[src/rtl/min_search_sequencer.sv]
// Streams candidate values through one shared minimum comparator.
// Reports the smallest value and the 0-based position where it first appears.
module min_search_sequencer #(
    parameter int IDX_W = 16,
    parameter int VAL_W = 14
) (
    input  logic             Clk,
    input  logic             Rst,
    input  logic             iStart,
    input  logic [IDX_W-1:0] iCount,
    input  logic             iValid,
    input  logic [VAL_W-1:0] iValue,
    output logic             oReady,
    output logic             oBusy,
    output logic             oDone,
    output logic [IDX_W-1:0] oIndex,
    output logic [VAL_W-1:0] oValue
);

    typedef enum logic [1:0] {IDLE, RUN, DONE} state_t;

    state_t           state, stateNext;
    logic [IDX_W-1:0] countReg;
    logic [IDX_W-1:0] posCnt;
    logic [IDX_W-1:0] minIdx;
    logic [VAL_W-1:0] minVal;
    logic             accept;
    logic             lastBeat;

    assign accept   = (state == RUN) && iValid;
    assign lastBeat = accept && (posCnt == countReg - IDX_W'(1));

    always_ff @(posedge Clk or posedge Rst) begin
        if (Rst) state <= IDLE;
        else     state <= stateNext;
    end

    always_comb begin
        stateNext = state;
        oReady    = 1'b0;
        oBusy     = 1'b0;
        oDone     = 1'b0;
        case (state)
            IDLE: begin
                if (iStart) stateNext = (iCount != '0) ? RUN : DONE;
            end
            RUN: begin
                oReady = 1'b1;
                oBusy  = 1'b1;
                if (lastBeat) stateNext = DONE;
            end
            DONE: begin
                oBusy     = 1'b1;
                oDone     = 1'b1;
                stateNext = IDLE;
            end
            default: stateNext = IDLE;
        endcase
    end

    // All-ones seed with index 0 lets an all-max search report the first slot.
    always_ff @(posedge Clk or posedge Rst) begin
        if (Rst) begin
            countReg <= '0;
            posCnt   <= '0;
            minIdx   <= '0;
            minVal   <= '0;
        end else if (state == IDLE && iStart) begin
            countReg <= iCount;
            posCnt   <= '0;
            minVal   <= '1;
            minIdx   <= (iCount == '0) ? '1 : '0;
        end else if (accept) begin
            posCnt <= posCnt + IDX_W'(1);
            // Strict compare: ties keep the earlier index.
            if (iValue < minVal) begin
                minVal <= iValue;
                minIdx <= posCnt;
            end
        end
    end

    assign oIndex = minIdx;
    assign oValue = minVal;

endmodule

[config.mk]
export PLATFORM = sky130hd
export DESIGN_NAME = min_search_sequencer
export DESIGN_NICKNAME = d
export VERILOG_FILES = /design/src/rtl/min_search_sequencer.sv
export SDC_FILE = /design/constraint.sdc
export NUM_CORES = 1
export LEC_CHECK = 0
export ABC_CLOCK_PERIOD_IN_PS = 3200
export BUFFER_PORTS_ARGS = -buffer_cell sky130_fd_sc_hd__buf_2
export CAP_MARGIN = 20
export CORE_MARGIN = 5
export CORE_UTILIZATION = 30
export DETAILED_ROUTE_END_ITERATION = 10
export GPL_ROUTABILITY_DRIVEN = 0
export GPL_TIMING_DRIVEN = 0
export MAX_ROUTING_LAYER = met4
export PLACE_DENSITY = 0.6
export RECOVER_POWER = 100
export SLEW_MARGIN = 0
export SYNTH_ARGS = -nofsm -noshare
export SYNTH_HDL_FRONTEND = slang
export SYNTH_SLANG_ARGS = --single-unit
[constraint.sdc]
create_clock -name Clk -period 3.2 [get_ports Clk]
set_input_delay 0.64 -clock Clk [delete_from_list [all_inputs] [get_ports Clk]]
set_output_delay 0.64 -clock Clk [all_outputs]
set_load 0.01 [all_outputs]
# Yosys cells after proc, flatten, opt, wreduce, memory -nomap -nowiden
# Index checks and enable logic that the tools add are counted.
[word_totals]
mem_count = 0
ram_bits = 0
register_bits = 64
latchBits = 0
rom_bits = 0
[op_classes]
n_bitwise = 0
n_mux = 16
mul = 0
div = 0
reduce_logical = 11
addsub = 2
magnitude_cmp = 1
n_shift = 0
n_eq_ne = 5
[ops]
columns = ["operator", "n"]
rows = [
  ["$mux W16", 6],
  ["$mux W14", 3],
  ["$add A16 B1 Y16 const B", 1],
  ["$eq A16 B16 Y1", 1],
  ["$logic_not A16 Y1", 1],
  ["$reduce_bool A16 Y1", 1],
  ["$sub A16 B1 Y16 const B", 1],
  ["$lt A14 B14 Y1", 1],
  ["$mux W2", 3],
  ["$ne A2 B2 Y1 const B", 2],
  ["$pmux W2 S2", 1],
  ["$reduce_and A2 Y1", 2],
  ["$reduce_bool A2 Y1", 2],
  ["$logic_and A1 B1 Y1", 3],
  ["$mux W1", 3],
  ["$eq A2 B1 Y1 const B", 1],
  ["$eq A2 B2 Y1 const B", 1],
  ["$logic_not A2 Y1", 1],
  ["$reduce_or A2 Y1", 1],
]

# Logic depth before layout (Yosys ltp)
[logic_depth]
word_depth = 5
mapped_depth = 11
mapped_depth_nobuf = 9

# Least setup slack after synthesis
# Ideal clock, no wire load.
[synth_timing]
kind = "input port to flip-flop"
startpoint = "input iValue[7]"
endpoint = "register minIdx[0], in the netlist oIndex[0]"
setup_slack_ps = 509
t_arrival_ps = 2565
setup_ps = 126
path_stages = 10
path_cell_list = "ha_1 > a21o_1 > a21o_1 > a21o_1 > a211oi_1 > o221a_2 > buf_4 > nor2_2 > buf_2 > a221o_1"
[synth_via]
elab_chain_cells = 3
[synth_lines]
columns = ["item", "line", "text"]
rows = [
  ["start, declared", "12", "input logic [VAL_W-1:0] iValue,"],
  ["$lt A14 B14 Y1", "76", "if (iValue < minVal) begin"],
  ["$reduce_bool A2 Y1 (no source line)", "-", ""],
  ["$reduce_and A2 Y1 (no source line)", "-", ""],
  ["end signal, assigned", "72", "minIdx <= (iCount == '0) ? '1 : '0;"],
  ["end signal, assigned", "78", "minIdx <= posCnt;"],
  ["end, declared", "25", "logic [IDX_W-1:0] minIdx;"],
]
# Every way passes these cells.
# A chain may end at the register's enable or synchronous reset.

# Worst setup path after layout
[layout_timing]
startpoint = "register countReg[0]"
endpoint = "register state[0]"
[layout_via]
elab_chain_cells = 5
[layout_lines]
columns = ["item", "line", "text"]
rows = [
  ["start, declared", "23", "logic [IDX_W-1:0] countReg;"],
  ["start signal, assigned", "69", "countReg <= iCount;"],
  ["$sub A16 B1 Y16", "31", "assign lastBeat = accept && (posCnt == countReg - IDX_W'(1));"],
  ["$eq A16 B16 Y1", "31", ""],
  ["$logic_and A1 B1 Y1", "31", ""],
  ["$ne A2 B2 Y1 (no source line)", "-", ""],
  ["$reduce_and A2 Y1 (no source line)", "-", ""],
  ["end signal, assigned", "35", "else state <= stateNext;"],
  ["end, declared", "22", "state_t state, stateNext;"],
]
# Every way passes these cells.

==> impl_metrics.toml <==
[outcome]
status = "complete, no violations"

[power_and_ir_drop]
p_per_area_mw_per_mm2 = 816.8
power_uw = 3563
power_leakage_uw = 0.002031
ir_drop_mv = 0.3036

[timing]
tns_ns = 0
fin_crit_ns = 2.837
finalSetupViolCount = 0
hold_viol = 0
tightestPinTransition_ns = 1.368
hold_slack_ns = 0.5030
post-route-period-util_pct = 88.66
fmax_ghz = 0.3525
rsz0062_at_grt = "no"
drv_slew = 0
fin_skew_ns = 0.01078
slew_headroom_pct = 8.707

[drt]
drc_errors = 0
ant_nets = 0
vias = 2894
vias_per_cell = 4.856
wirelength_um = 8902
firstDrtPassIters = 4
drtIter0Drc = 139
routedWlPerCell_um = 14.94

[hold_path]
hold_end = "countReg[7]$_DFFE_PP0P_"
min_path_cells = 3
holdCritPathClass = "in2reg"
min_from = "iCount[7]"

[floorplan]
die_h_um = 119.2
die_area_mm2 = 0.01421
fp.dieW_um = 119.2
core_mm2 = 0.01156
num_rows = 39
ios = 67
start_util_pct = 30.94

[synth]
postSynthCellCount = 370
synth-edff-count = 0
yosys_most_used_dff = "dfrtp_1"
synth.top_cells.by_area = "dfrtp_1, nand2_1, ha_1"
yosys_warnings = 0
ys_types = 52
ys_async_sr_fraction_pct = 100.0
seq_area_frac_synth_pct = 44.76
synth_top_area_share_pct = 44.76
synth_seq_cells = 64
yosys.area.top_type = "dfrtp_1"
postSynthAreaPerCell_um2 = 9.671
synth_nets = 422
netlist_area_mm2 = 0.003578

[clock_tree]
cts.sinks = 64
cts_buffer_depth = 2
holdBufCountCts = 0
cts_root_buf = "clkbuf_16"
clk_pin_slew_worst_paths_ns = 0.06
cts_tree = "done"
post_cts_buffers = 0
cts_max_level = 3
ctsResizeCount = 0
clk_latency_ns = 0.34
numCtsBuffers = 9

[worst_setup_path]
worst_r2r_path_depth = 9
worst_ep_required_time_ns = 3.41
critPathLaunch = "countReg[0]$_DFFE_PP0P_"
r2r-start = "countReg[0]$_DFFE_PP0P_"
critPathKind = "reg2reg"
crit_fanout = 7
start_kind = "flip-flop"
end_kind = "flip-flop"
rrSetupSlack_ns = 0.36
rr_endpoint = "state[0]$_DFFE_PP0P_"
cp.arrival_ns = 3.04

[cells_and_area]
final_cell_count_no_fill = 596
final_nets = 500
num_antenna_cells = 0
layout-drive-gt1-share_pct = 13.69
syn2layout_area_growth_pct = 21.89
fill_cells = 1176

[global_routing]
grt_pass1_vias = 2997
grtUsageTotal_pct = 13.64
grt_pass1_wl_um = 15050
antenna_found_initial = 0
grt_overflow = 0
grt_max_degree = 35

[placed_design]
dp.cells = 580
port_buffers = 66
place_hpwl_um = 6873

[flow_run]
cap_viol_max_count = 0
how the worst max path moves through the flow:
stage	slack (ns)	endpoint
4_1_cts	0.41	state[0]$_DFFE_PP0P_
3_5_place_dp	0.14	oIndex[6]$_DFFE_PP0P_
3_3_place_gp	0.15	oIndex[4]$_DFFE_PP0P_
6_report	0.36	state[0]$_DFFE_PP0P_
5_1_grt	0.15	state[0]$_DFFE_PP0P_
2_1_floorplan	0.51	oIndex[0]$_DFFE_PP0P_
logic make-up (layout without fill, tap and decap cells):
kind of cell / Yosys count / after routing / synth area share, %
compound gates: 63 / 63 / 14.02
xor+xnor: 34 / 34 / 8.322
fa+ha+maj: 18 / 18 / 6.294
buf+inv: 39 / 122 / 4.580
flops: 64 / 64 / 44.76
mux: 2 / 2 / 0.5595
simple gates: 150 / 150 / 21.47
synth_stat cells, drive strengths merged, types with 8 or more instances:
library cell  count
nor2             23
dfrtp            64
nand3             9
xnor2            16
a21oi             8
nand4             9
clkbuf           13
xor2             18
ha               18
o211ai           14
a221o            16
inv              20
nand2            70
nor4              9
placed cells by master, fill, tap and decap left out, types with 3 or more instances in the layout:
master,n
xnor2_1,16
ha_1,18
clkinv_4,3
a21oi_1,8
nand3_1,9
nand2b_1,3
clkbuf_1,48
xor2_1,18
inv_1,20
clkbuf_16,9
nor4_1,7
o21ai_0,5
and2_1,3
nand2_1,70
nor3_1,6
nand4_1,8
nor2_1,22
dfrtp_1,64
a21o_1,5
and4_1,3
o211ai_1,14
a221o_1,16
buf_2,34
worst max-delay path, stage by stage (launching register included):
cell	delay (ns)
dfrtp_1	0.47
inv_1	0.11
ha_1	0.29
nor4b_2	0.52
xnor2_1	0.18
nand4_1	0.12
a221oi_1	0.38
o2111ai_1	0.24
a21oi_1	0.27
o2bb2ai_1	0.11
state kept, by name, summed over array words and instances, names as in the netlist:
signal and count:
countReg 16, oIndex 16, posCnt 16, oValue 14, state 2
cell type report:
type	instances	area, um^2	area share (%)
clock inverters	7	80.08	1.836
well taps	143	178.9	4.102
flip-flops and latches	64	1602	36.72
clock buffers	9	225.2	5.164
plain buffers	19	87.58	2.008
inverters	20	75.07	1.721
repair buffers	67	309.0	7.085
multi-input cells	267	1804	41.37
metal layers:
metal  vias to the layer above  track usage [%]  wire [um]
li1                       1468                -          -
met1                      1355            17.73       4271
met2                        63            20.84       4101
met3                         8            2.654        421
met4                         0            5.720        108
met5                         -                -          0
power breakdown:
group / switching [uW] / internal (uW)
clock: 388 / 609
sequential: 231 / 1010
combinational: 779 / 546
stage by stage:
step	cell area (um^2)	util, %	setup slack [ns]
6_report	4362	37.71	0.3629
5_1_grt	4362	37.71	0.1502
4_1_cts	4413	38.16	0.4127
3_5_place_dp	4108	35.52	0.1449
3_3_place_gp	4088	35.35	0.1497
2_1_floorplan	3578	-	0.5089
No activity file was read; power rests on OpenSTA's default activity.
